<file path="src/rtl/mem_arbiter.sv">
// mem_arbiter: two-master arbiter and data-memory / IO-register decoder, 2-cycle req-to-ack.
// Build option: define MEM_ARB_RR_EN for round-robin grant; default is fixed priority to requester 0.
module mem_arbiter #(
   parameter int WIDTH     = 32,
   parameter int DATA_SIZE = 256,
   parameter int IO_BASE   = 256,
   parameter int IO_SIZE   = 1,
   localparam int MAW      = $clog2(DATA_SIZE),
   localparam int IAW      = (IO_SIZE > 1) ? $clog2(IO_SIZE) : 1
) (
   input  logic                     CLK,
   input  logic                     RST_N,
   input  logic [1:0]               req,
   input  logic [1:0]               we,
   input  logic [2*WIDTH-1:0]       addr,
   input  logic [2*WIDTH-1:0]       wdata,
   input  logic [5:0]               len,
   output logic [1:0]               ack,
   output logic [WIDTH-1:0]         rdata,
   output logic                     err,
   output logic [1:0]               gnt,
   output logic [MAW-1:0]           mem_addr,
   output logic [WIDTH-1:0]         mem_in,
   output logic [2:0]               mem_len,
   output logic                     mem_read,
   output logic                     mem_write,
   output logic                     mem_ce,
   input  logic [WIDTH-1:0]         mem_out,
   output logic [IAW-1:0]           io_addr,
   output logic [WIDTH-1:0]         io_data_in,
   output logic                     io_w_en,
   input  logic [IO_SIZE*WIDTH-1:0] io_data_out
);

   typedef enum logic [1:0] {S_IDLE, S_ACCESS, S_RESP} state_e;
   typedef enum logic [1:0] {R_NONE, R_DATA, R_IO} region_e;

   // One extra bit so region bounds never wrap at the top of the address space.
   localparam logic [WIDTH:0] DATA_END = (WIDTH+1)'(DATA_SIZE);
   localparam logic [WIDTH:0] IO_LO    = (WIDTH+1)'(IO_BASE);
   localparam logic [WIDTH:0] IO_HI    = (WIDTH+1)'(IO_BASE + 4*IO_SIZE);

   state_e           state_q, state_d;
   region_e          region_q, region_d;
   logic             win_q, win_d;
   logic [WIDTH-1:0] rdata_q, rdata_d;
   logic             err_q, err_d;
`ifdef MEM_ARB_RR_EN
   logic             ptr_q, ptr_d;
`endif

   logic             win_sel;
   logic [WIDTH-1:0] sel_addr;
   logic [WIDTH-1:0] w_addr, w_wdata;
   logic             w_we;
   logic [2:0]       w_len;
   logic [IAW-1:0]   io_idx;
   logic [WIDTH-1:0] io_word;

   function automatic region_e decode(input logic [WIDTH-1:0] a);
      logic [WIDTH:0] ax;
      ax = {1'b0, a};
      if (ax < DATA_END) return R_DATA;
      if (ax >= IO_LO && ax < IO_HI) return R_IO;
      return R_NONE;
   endfunction

   always_comb begin
`ifdef MEM_ARB_RR_EN
      win_sel = (req == 2'b11) ? ptr_q : req[1];
`else
      win_sel = ~req[0];
`endif
      sel_addr = win_sel ? addr[2*WIDTH-1:WIDTH] : addr[WIDTH-1:0];
      w_addr   = win_q ? addr[2*WIDTH-1:WIDTH]  : addr[WIDTH-1:0];
      w_wdata  = win_q ? wdata[2*WIDTH-1:WIDTH] : wdata[WIDTH-1:0];
      w_we     = win_q ? we[1] : we[0];
      w_len    = win_q ? len[5:3] : len[2:0];
      io_idx   = IAW'((w_addr - WIDTH'(IO_BASE)) >> 2);
   end

   always_comb begin
      io_word = '0;
      for (int i = 0; i < IO_SIZE; i++)
         if (io_idx == IAW'(i)) io_word = io_data_out[i*WIDTH +: WIDTH];
   end

   always_ff @(posedge CLK or negedge RST_N) begin
      if (!RST_N) begin
         state_q  <= S_IDLE;
         region_q <= R_NONE;
         win_q    <= 1'b0;
         rdata_q  <= '0;
         err_q    <= 1'b0;
`ifdef MEM_ARB_RR_EN
         ptr_q    <= 1'b0;
`endif
      end else begin
         state_q  <= state_d;
         region_q <= region_d;
         win_q    <= win_d;
         rdata_q  <= rdata_d;
         err_q    <= err_d;
`ifdef MEM_ARB_RR_EN
         ptr_q    <= ptr_d;
`endif
      end
   end

   always_comb begin
      state_d  = state_q;
      region_d = region_q;
      win_d    = win_q;
      rdata_d  = rdata_q;
      err_d    = err_q;
`ifdef MEM_ARB_RR_EN
      ptr_d    = ptr_q;
`endif
      case (state_q)
         S_IDLE: if (|req) begin
            win_d    = win_sel;
            region_d = decode(sel_addr);
            state_d  = S_ACCESS;
`ifdef MEM_ARB_RR_EN
            ptr_d    = ~win_sel;
`endif
         end
         S_ACCESS: begin
            state_d = S_RESP;
            err_d   = (region_q == R_NONE);
            rdata_d = '0;
            if (!w_we) begin
               if (region_q == R_DATA) rdata_d = mem_out;
               else if (region_q == R_IO) rdata_d = io_word;
            end
         end
         S_RESP:  state_d = S_IDLE;
         default: state_d = S_IDLE;
      endcase
   end

   always_comb begin
      gnt        = '0;
      ack        = '0;
      mem_addr   = '0;
      mem_in     = '0;
      mem_len    = '0;
      mem_read   = 1'b0;
      mem_write  = 1'b0;
      mem_ce     = 1'b0;
      io_addr    = '0;
      io_data_in = '0;
      io_w_en    = 1'b0;
      rdata      = rdata_q;
      err        = err_q;
      // Datapath shows the latched winner for the whole transaction; strobes only in ACCESS.
      if (state_q != S_IDLE) begin
         mem_addr   = w_addr[MAW-1:0];
         mem_in     = w_wdata;
         mem_len    = w_len;
         io_addr    = io_idx;
         io_data_in = w_wdata;
      end
      if (state_q == S_ACCESS) begin
         gnt[win_q] = 1'b1;
         if (region_q == R_DATA) begin
            mem_ce    = 1'b1;
            mem_read  = ~w_we;
            mem_write = w_we;
         end else if (region_q == R_IO) begin
            io_w_en   = w_we;
         end
      end
      if (state_q == S_RESP) ack[win_q] = 1'b1;
   end

endmodule
</file>
<file path="config.mk">
export PLATFORM = sky130hd
export DESIGN_NAME = mem_arbiter
export DESIGN_NICKNAME = d
export VERILOG_FILES = /design/src/rtl/mem_arbiter.sv
export SDC_FILE = /design/constraint.sdc
export NUM_CORES = 1
export LEC_CHECK = 0
export BUFFER_PORTS_ARGS = -buffer_cell sky130_fd_sc_hd__buf_4
export CAP_MARGIN = 10
export CORE_AREA = 2 2 126 128
export DETAILED_ROUTE_END_ITERATION = 6
export DIE_AREA = 0 0 128 130
export GPL_TIMING_DRIVEN = 0
export PLACE_DENSITY_LB_ADDON = 0.2
export SYNTH_ARGS = -nofsm -noshare
export SYNTH_HDL_FRONTEND = slang
export SYNTH_SLANG_ARGS = --single-unit
</file>
<file path="constraint.sdc">
create_clock -name CLK -period 3.7 [get_ports CLK]
set_input_delay 0.74 -clock CLK [delete_from_list [all_inputs] [get_ports CLK]]
set_output_delay 0.74 -clock CLK [all_outputs]
set_load 0.03 [all_outputs]
</file>
==> reports/results.ini, run 1 <==
[global_routing]
gr-usage-met1_pct = 16.3
grt_usage_pct = 13.7
grt_pass1_vias = 3506
grt_use_met2_pct = 25.4
overflow = 0
antenna_found_initial = 0
grt_pass1_wl_mm = 17.9
grt_max_degree = 39
grt.busiest_layer = met2
gr-usage-met3_pct = 3.24

[timing]
finalSetupViolations = 0
finalCriticalPeriod_ns = 2.77
report.final.slew_viol_count = 0
hold_viol = 0
fin_crit_sh_pct = 74.9
rsz0062_at_grt = no
maxClockFrequency_ghz = 0.361
slew_headroom_pct = 64.7
final.setup.tns_ns = 0
fin_skew_ns = 0.00501
worstMarginPinSlew_ns = 0.527

[power]
p_clk_share_pct = 13.0
p_seq_share_pct = 12.1
pwr-share-comb_pct = 74.9
p_total_w = 0.00381
p_sw_share_pct = 50.0
powerDensity_nw_per_um2 = 687
p_int_w = 0.00191
peakVddDrop_mv = 0.605
p_switching_w = 0.00190
p_leak_nw = 3.27

[detailed_routing]
routed_wirelength_mm = 12.6
via_per_inst = 4.27
dr_total_vias = 3475
drt_iter0_markers = 189
ant_nets = 0
drt_pre_antenna_iters = 7
wl_per_cell_um = 15.5
drcViolationCount = 1

[worst_setup_path]
crit_type = flop to output pin
rr_startpoint = win_q
start_kind = flop
rrSetupSlack_ns = 2.03
arrival_ns = 2.03
critPathLaunch = win_q
end_kind = output pin
crit_fanout = 10
critPathRequiredTime_ns = 2.96

[flow_run]
cap_violations = 0

[final_layout]
final_layout_size_suffix_gt1_share_pct = 61.3
n_fill_cell = 1623
nets = 826
multi_input_area_um2 = 1260
ff_latch_area_um2 = 951
finish.utilization_pct = 35.9
antenna_cells = 0
area_delta_synth_final_pct = 103

[cts]
cts.sinks = 38
cts_tree = done
ctsLongestPathBuffers = 2
cts_setup_buffers = 0
worstSkewPairLatency_ns = 0.28
hold_buffers = 0
cts_buffers = 5
ctsRootBufferMaster = clkbuf_16
ctsResizeCount = 0
htreeDepth = 2
cts.clk_slew.worst_paths_ns = 0.06

[synth]
async_reset_ff_share_pct = 100
synth.distinct_cells = 31
synth_area_um2 = 2730
synth.largest_area_cell = dfrtp_1
avgSynthCellArea_um2 = 9.24
netlist.area_leader.share_pct = 34.8
synth_top_flop_cell = dfrtp_1
ys_warn_count = 0
ys_top_cells_by_area = dfrtp_1, mux2i_1, a222oi_1
seq_area_frac_synth_pct = 34.8
synth_edf_count = 0
netlist_instances = 296
syn_nets = 500
ys_ff_latch = 38

[hold_path]
hold_path_class = primary input to asynchronous set/reset pin

[floorplan]
num_rows = 46
fp.dieW_um = 128
die-area_um2 = 16600
core_region_area_um2 = 15400
start_util_pct = 17.7
dieHeight_um = 130
ios = 321

[placement]
gp_congestion = 0.734
io_buffers = 319
dpl.hpwl_mm = 10.8

[status]
run_status = finished, violations left
violations = design-rule violations

[worst paths after layout]
check | cells after the start | to
max | 6 | mem_in[11]
min | 1 | rdata[13]
max reg2reg | 6 | rdata[31]
min reg2reg | 2 | err
max in group asynchronous | 1 | state_q[1]
min in group CLK | 2 | err
[per-layer routing]
layer	wire (um)	up-vias
li1	-	1681
met1	4860	1626
met2	6750	166
met3	952	2
met4	38	0
met5	0	-
[power by group through the flow]
| stage | combinational (W) | clock, W | sequential [W] |
|---|---|---|---|
| final | 0.00285 | 0.000496 | 0.000461 |
| after global routing | 0.00303 | 0.000532 | 0.000465 |
| after CTS | 0.00288 | 0.000523 | 0.000461 |
| after detailed placement | 0.00287 | 0 | 0.000469 |
| after global placement | 0.00286 | 0 | 0.000468 |
| after floorplan | 0.00178 | 0 | 0.000477 |
[metrics by stage]
stage | instances | cell area [um2] | hold WS, ns | worst slack [ns]
5_1_grt | 814 | 5540 | 0.470 | 0.714
4_1_cts | 814 | 5540 | 0.442 | 0.904
2_1_floorplan | 296 | 2730 | 0.444 | 1.06
3_5_place_dp | 807 | 5370 | 0.476 | 1.17
6_report | 814 | 5540 | 0.424 | 0.928
3_3_place_gp | 807 | 5370 | 0.475 | 1.19
[area by class of cell]
type / instances / share of cell area (%)
flip-flops and latches: 38 / 17.2
clock inverters: 1 / 0.542
plain buffers: 54 / 7.12
repair buffers: 319 / 43.2
inverters: 35 / 2.37
multi-input cells: 169 / 22.7
well taps: 192 / 4.34
clock buffers: 6 / 2.51
[worst max-delay path, stage by stage, from the launching register on]
cell,delay (ns)
dfrtp_1,0.39
buf_2,0.29
buf_2,0.40
mux2i_1,0.13
nor2_1,0.24
buf_4,0.16
buf_4,0.14
[state kept, by name (all words and copies together), names as in the netlist]
register  cells
err           1
rdata        32
state_q       2
win_q         1
region_q      2
[kinds of logic after synthesis]
| group | Yosys count | share of synthesized area (%) |
|---|---|---|
| compound gates | 40 | 14.0 |
| flops | 38 | 34.8 |
| simple gates | 84 | 15.5 |
| mux | 45 | 16.5 |
| buf+inv | 89 | 19.2 |
[placed cells by master, fill, tap and decap left out, drive strengths merged]
master,n
inv,35
mux2i,44
clkbuf,13
o31ai,3
a222oi,32
nand3,1
nor4b,4
a22oi,1
nand2,9
a21oi,1
buf,366
bufinv,1
mux2,1
nor2b,1
dfrtp,38
or4,1
a31oi,1
and2,1
o21ai,1
o41ai,1
nand4,1
nor4,11
nor3b,3
nor2,50
nor3,1
nand2b,1
[cell usage after synthesis, types with 2 or more instances]
master and number:
nor4b_1 3, nor3b_1 2, nor2_1 49, inv_1 34
clkbuf_1 7, dfrtp_1 38, buf_2 6, buf_6 8
mux2i_1 44, buf_4 33, o31ai_1 3, nor4_1 11
nand2_1 9, a222oi_1 32
(Power assumes the default switching activity.)
==> run 2: changes to the inputs <==
Settings changed: ABC_AREA from default to 1, CORE_AREA 2 2 126 128 to 2 2 125 127, DIE_AREA 0 0 128 130 to 0 0 127 129.
Clock period 3.7 ns to 2.2 ns, I/O delays scaled along.
==> reports/results.ini, run 2 <==
[status]
run_status = finished, final reports clean  ; was finished, violations left

[global_routing]
grt_pass1_wl_mm = 22.2  ; was 17.9 mm
grt_max_degree = 39  ; unchanged
overflow = 0  ; unchanged
grt_pass1_vias = 4144  ; was 3506
grt_usage_pct = 17.1  ; was 13.7%
antenna_found_initial = 0  ; unchanged

[cts]
cts_tree = done  ; unchanged
worstSkewPairLatency_ns = 0.28  ; about the same
ctsLongestPathBuffers = 2  ; unchanged
htreeDepth = 2  ; unchanged
ctsRootBufferMaster = clkbuf_16  ; unchanged
cts_buffers = 5  ; unchanged
cts.clk_slew.worst_paths_ns = 0.07  ; was 0.06 ns
cts.sinks = 38  ; unchanged

[timing]
slew_headroom_pct = 64.9  ; was 64.7%
finalCriticalPeriod_ns = 2.11
maxClockFrequency_ghz = 0.474
final.setup.tns_ns = 0  ; unchanged
fin_skew_ns = 0.0102  ; was 0.00501 ns
fin_crit_sh_pct = 95.9
finalSetupViolations = 0  ; unchanged
rsz0062_at_grt = yes  ; was no
worstMarginPinSlew_ns = 0.526  ; was 0.527 ns
hold_viol = 0  ; unchanged
report.final.slew_viol_count = 0  ; unchanged

[final_layout]
nets = 1002  ; was 826
final_cell_mix = buf_4, nand2_1, dfrtp_1, nand3_1  ; was buf_4, nor2_1, mux2i_1, dfrtp_1, inv_1
finish.utilization_pct = 39.5  ; was 35.9%
n_fill_cell = 1688  ; was 1623
final_layout_size_suffix_gt1_share_pct = 50.4  ; was 61.3%
largest_reg_flops = 32  ; unchanged
antenna_cells = 0  ; unchanged
final_common_cell = buf_4  ; unchanged
area_delta_synth_final_pct = 100  ; was 103%

[synth]
synth_area_um2 = 2950  ; was 2730 um2
seq_area_frac_synth_pct = 32.2  ; was 34.8%
synth_compound_area_share_pct = 9.11  ; was 14.0%
async_reset_ff_share_pct = 100  ; unchanged
ys_top_cells_by_area = dfrtp_1, nand2_1, buf_4  ; was dfrtp_1, mux2i_1, a222oi_1
synth.area.mux_share_pct = 0  ; was 16.5%
netlist.area_leader.share_pct = 32.2  ; was 34.8%
synth_top_family_by_area = simple AND/OR/NAND/NOR gates  ; was buffers and inverters
synth-xor-area-share_pct = 0  ; unchanged
ys_ff_latch = 38  ; unchanged
synth_edf_count = 0  ; unchanged
synth_simple_gate_area_share_pct = 41.9  ; was 15.5%
avgSynthCellArea_um2 = 6.29  ; was 9.24 um2
synth_top_flop_cell = dfrtp_1  ; unchanged
netlist_instances = 470  ; was 296
synthAdderAreaFrac_pct = 0  ; unchanged
syn_nets = 674  ; was 500
yosys-top-cells-count = nand2_1, a21oi_1, dfrtp_1  ; was nor2_1, mux2i_1, dfrtp_1
post-synth-top-count-cell = nand2_1  ; was nor2_1
synth.distinct_cells = 21  ; was 31
synth.largest_area_cell = dfrtp_1  ; unchanged
ys_warn_count = 0  ; unchanged

[hold_path]
hold_path_class = primary input to asynchronous set/reset pin  ; unchanged

[detailed_routing]
drt_iter0_markers = 99  ; was 189
ant_nets = 0  ; unchanged
drt_pre_antenna_iters = 4  ; was 7
routed_wirelength_mm = 14.7  ; was 12.6 mm
via_per_inst = 4.32  ; was 4.27
drcViolationCount = 0  ; was 1
wl_per_cell_um = 14.9  ; was 15.5 um
dr_total_vias = 4263  ; was 3475

[worst_setup_path]
critPathRequiredTime_ns = 1.76  ; was 2.96 ns
worst-r2r-cell-count = 7  ; was 6
critPathLaunch = win_q  ; unchanged
start_kind = flop  ; unchanged
crit_fanout = 10  ; unchanged
r2r-end = rdata[12]  ; was rdata[31]
cp-endpoint = mem_in[17]  ; was mem_in[11]
rr_startpoint = win_q  ; unchanged
end_kind = output pin  ; unchanged
rrSetupSlack_ns = 0.60  ; was 2.03 ns
crit_type = flop to output pin  ; unchanged
arrival_ns = 1.67  ; was 2.03 ns

[floorplan]
fp.dieW_um = 127  ; was 128 um
ios = 321  ; unchanged
core_region_area_um2 = 15000  ; was 15400 um2
die-area_um2 = 16400  ; was 16600 um2
num_rows = 45  ; was 46
start_util_pct = 19.7  ; was 17.7%
dieHeight_um = 129  ; was 130 um

[placement]
gp_congestion = 0.794  ; was 0.734
io_buffers = 320  ; was 319
dpl.hpwl_mm = 12.1  ; was 10.8 mm

[power]
peakVddDrop_mv = 0.528  ; was 0.605 mV
powerDensity_nw_per_um2 = 1210  ; was 687 nW/um2
p_leak_nw = 3.29  ; was 3.27 nW

[flow_run]
cap_violations = 0  ; unchanged

## run 2: cell families (layout without fill, tap and decap cells)
kind of cell	after synthesis	after routing
compound gates	52	52
simple gates	288	288
buf+inv	92	421
flops	38	38
## run 2: area by class of cell
cell class	instances	area [um2]	area share, %
repair buffers	322	2420	40.9
multi-input cells	340	1570	26.6
flip-flops and latches	38	951	16.1
plain buffers	62	432	7.30
well taps	188	235	3.98
clock buffers	5	125	2.12
inverters	29	111	1.88
clock inverters	3	68.8	1.16
## run 2: critical path, stage by stage (launching register included)
cell	delay [ns]
dfrtp_1	0.36
buf_4	0.15
inv_4	0.10
clkbuf_4	0.22
nand2_1	0.09
a21oi_1	0.20
buf_4	0.14
buf_4	0.14
## run 2: worst min-delay path by stage
stage / start / to / slack (ns) / depth (start not counted)
floorplan: RST_N / err / 0.14 / 0
global placement: RST_N / rdata[15] / 0.46 / 1
detailed placement: RST_N / rdata[15] / 0.46 / 1
CTS: RST_N / rdata[15] / 0.15 / 1
global route: RST_N / rdata[16] / 0.17 / 1
finish: RST_N / rdata[15] / 0.12 / 1
## run 2: report_power, final
group / switching (W) / internal, W / total (W) / leakage, nW
registers: 0.0000321 / 0.000736 / 0.000768 / 0.523
logic: 0.00339 / 0.00205 / 0.00543 / 2.68
clock network: 0.000299 / 0.000652 / 0.000950 / 0.0940
total: 0.00372 / 0.00343 / 0.00715 / 3.29
## run 2: through the flow
stage | area (um2) | hold slack [ns] | cells | setup WS [ns] | total power [W]
5_1_grt | 5910 | 0.175 | 987 | -0.000435 | 0.00757
3_3_place_gp | 5600 | 0.456 | 978 | -0.0685 | 0.00607
2_1_floorplan | 2960 | 0.144 | 470 | 0.0611 | 0.00401
3_5_place_dp | 5600 | 0.463 | 978 | -0.0625 | 0.00606
4_1_cts | 5860 | 0.152 | 986 | 0.00275 | 0.00715
6_report | 5910 | 0.124 | 987 | 0.0894 | 0.00715
## run 2: routing by layer
layer | GRT usage (%) | wire length (um)
met5 | 0 | 0
met4 | 3.17 | 161
met3 | 4.03 | 1090
met2 | 31.2 | 7450
met1 | 20.7 | 6000
## run 2: repair_timing
| item | CTS | global route |
|---|---|---|
| setup buffers | 1 | 1 |
| resized for setup | 24 | 20 |
| pin swaps | 1 | 0 |
| endpoints found under the setup margin | 66 | 37 |
| hold buffers | 0 | 0 |
==> run 3: changes to the inputs <==
Settings changed: CORE_AREA 2 2 125 127 to 10 10 116 118, DIE_AREA 0 0 127 129 to 0 0 126 128, PLACE_DENSITY from default to 0.79, PLACE_DENSITY_LB_ADDON 0.2 to default.
==> reports/results.ini, run 3 (same netlist as run 2, synthesis figures left out) <==
[status]
run_status = finished, final reports clean  ; unchanged

[power]
p_sw_share_pct = 52.9  ; was 52.0%
p_leak_nw = 3.30  ; was 3.29 nW
p_int_w = 0.00338  ; was 0.00343 W
p_clk_share_pct = 11.7  ; was 13.3%
pwr-share-comb_pct = 77.5  ; was 76.0%
p_switching_w = 0.00379  ; was 0.00372 W
peakVddDrop_mv = 0.939  ; was 0.528 mV
powerDensity_nw_per_um2 = 1220  ; was 1210 nW/um2
p_seq_share_pct = 10.8  ; was 10.7%

[global_routing]
grt_usage_pct = 19.4  ; was 17.1%
overflow = 0  ; unchanged
grt_pass1_wl_mm = 25.2  ; was 22.2 mm
grt_max_degree = 39  ; unchanged
antenna_found_initial = 0  ; unchanged
grt_pass1_vias = 4459  ; was 4144

[floorplan]
die-area_um2 = 16100  ; was 16400 um2
start_util_pct = 26.3  ; was 19.7%
ios = 321  ; unchanged
num_rows = 39  ; was 45
core_region_area_um2 = 11200  ; was 15000 um2
dieHeight_um = 128  ; was 129 um
fp.dieW_um = 126  ; was 127 um

[timing]
finalSetupViolations = 0  ; unchanged
report.final.slew_viol_count = 0  ; unchanged
fin_crit_sh_pct = 95.6  ; was 95.9%
slew_headroom_pct = 66.8  ; was 64.9%
hold_viol = 0  ; unchanged
rsz0062_at_grt = no  ; was yes
maxClockFrequency_ghz = 0.475  ; was 0.474 GHz
worstMarginPinSlew_ns = 0.499  ; was 0.526 ns
finalCriticalPeriod_ns = 2.10  ; was 2.11 ns
fin_skew_ns = 0.00329  ; was 0.0102 ns
layout_setup_ws_ns = 0.0962  ; was 0.0894 ns

[final_layout]
area_delta_synth_final_pct = 98.7  ; was 100%
nets = 1006  ; was 1002
final_cell_mix = buf_4, nand2_1, dfrtp_1, nand3_1, nor2_1  ; was buf_4, nand2_1, dfrtp_1, nand3_1
final_layout_size_suffix_gt1_share_pct = 51.1  ; was 50.4%
finish.utilization_pct = 52.3  ; was 39.5%
final_area_um2 = 5870  ; was 5910 um2
n_fill_cell = 1128  ; was 1688
antenna_cells = 0  ; unchanged
largest_reg_flops = 32  ; unchanged
final_common_cell = buf_4  ; unchanged

[hold_path]
hold_path_class = primary input to asynchronous set/reset pin  ; unchanged

[cts]
ctsLongestPathBuffers = 2  ; unchanged
cts_buffers = 5  ; unchanged
cts.clk_slew.worst_paths_ns = 0.06  ; was 0.07 ns
cts_tree = done  ; unchanged
cts.sinks = 38  ; unchanged
worstSkewPairLatency_ns = 0.28  ; about the same
ctsRootBufferMaster = clkbuf_16  ; unchanged
htreeDepth = 2  ; unchanged

[detailed_routing]
ant_nets = 0  ; unchanged
drt_pre_antenna_iters = 5  ; was 4
wl_per_cell_um = 18.0  ; was 14.9 um
drcViolationCount = 0  ; unchanged
via_per_inst = 4.64  ; was 4.32
dr_total_vias = 4388  ; was 4263
drt_iter0_markers = 296  ; was 99
routed_wirelength_mm = 17.0  ; was 14.7 mm

[placement]
io_buffers = 320  ; unchanged
gp_congestion = 0.955  ; was 0.794
postPlaceCellArea_um2 = 5540  ; was 5600 um2
dpl.hpwl_mm = 14.4  ; was 12.1 mm
dp_worst_setup_slack_ns = -0.0492  ; was -0.0625 ns

[worst_setup_path]
end_kind = output pin  ; unchanged
start_kind = flop  ; unchanged
critPathRequiredTime_ns = 1.76  ; about the same
crit_type = flop to output pin  ; unchanged
rrSetupSlack_ns = 0.62  ; was 0.60 ns
crit_fanout = 10  ; unchanged
arrival_ns = 1.66  ; was 1.67 ns

[flow_run]
cap_violations = 0  ; unchanged

run 3: area by class of cell:
cell class / instances / area [um2] / area share, %
well taps: 143 / 179 / 3.05
clock buffers: 6 / 139 / 2.37
multi-input cells: 340 / 1580 / 27.0
clock inverters: 1 / 30.0 / 0.512
inverters: 29 / 114 / 1.94
repair buffers: 326 / 2450 / 41.7
plain buffers: 62 / 428 / 7.29
flip-flops and latches: 38 / 951 / 16.2
run 3: repair_timing:
item / 4_1_cts / 5_1_grt
gates resized for setup: 26 / 21
gates cloned: 0 / 0
setup endpoints to repair: 60 / 38
hold buffers: 0 / 0
pin swaps: 1 / 1
buffers inserted: 0 / 6
run 3: critical path, stage by stage (launching register included):
cell and delay [ns]:
dfrtp_1 0.44, nor2_4 0.16, buf_4 0.19, buf_4 0.21, a21oi_1 0.08, buf_4 0.14
buf_4 0.16
run 3: routing by layer:
layer  vias up  wire length (um)  GRT usage, %
met3        13              1370          5.79
met5         -                 0             0
met4         0               158          2.61
met1      2006              6670          21.9
met2       218              8820          36.0
li1       2151                 -             -
run 3: per-stage QoR:
step | power (W) | std cells | hold slack, ns | TNS [ns]
final | 0.00717 | 945 | 0.132 | 0
after detailed placement | 0.00610 | 933 | 0.446 | -0.0918
after global placement | 0.00608 | 933 | 0.447 | -0.106
after global routing | 0.00757 | 945 | 0.163 | 0
after CTS | 0.00706 | 939 | 0.153 | -0.00591
after floorplan | 0.00401 | 470 | 0.144 | 0
run 3: path summary, 6_finish.rpt:
kind | cells past startpoint | from | end
setup / recovery | 6 | state_q[0] | mem_in[14]
hold / removal | 1 | RST_N | rdata[9]
setup reg to reg | 4 | region_q[0] | rdata[24]
hold reg to reg | 2 | rdata[19] | rdata[19]
max in group asynchronous | 1 | RST_N | state_q[0]
min in group CLK | 3 | mem_out[5] | rdata[5]
run 3: power by group through the flow:
stage	Clock [W]	Combinational (W)	Sequential, W
2_1_floorplan	0	0.00323	0.000785
3_3_place_gp	0	0.00531	0.000773
3_5_place_dp	0	0.00533	0.000772
4_1_cts	0.000850	0.00544	0.000772
5_1_grt	0.000879	0.00591	0.000778
6_report	0.000840	0.00555	0.000771
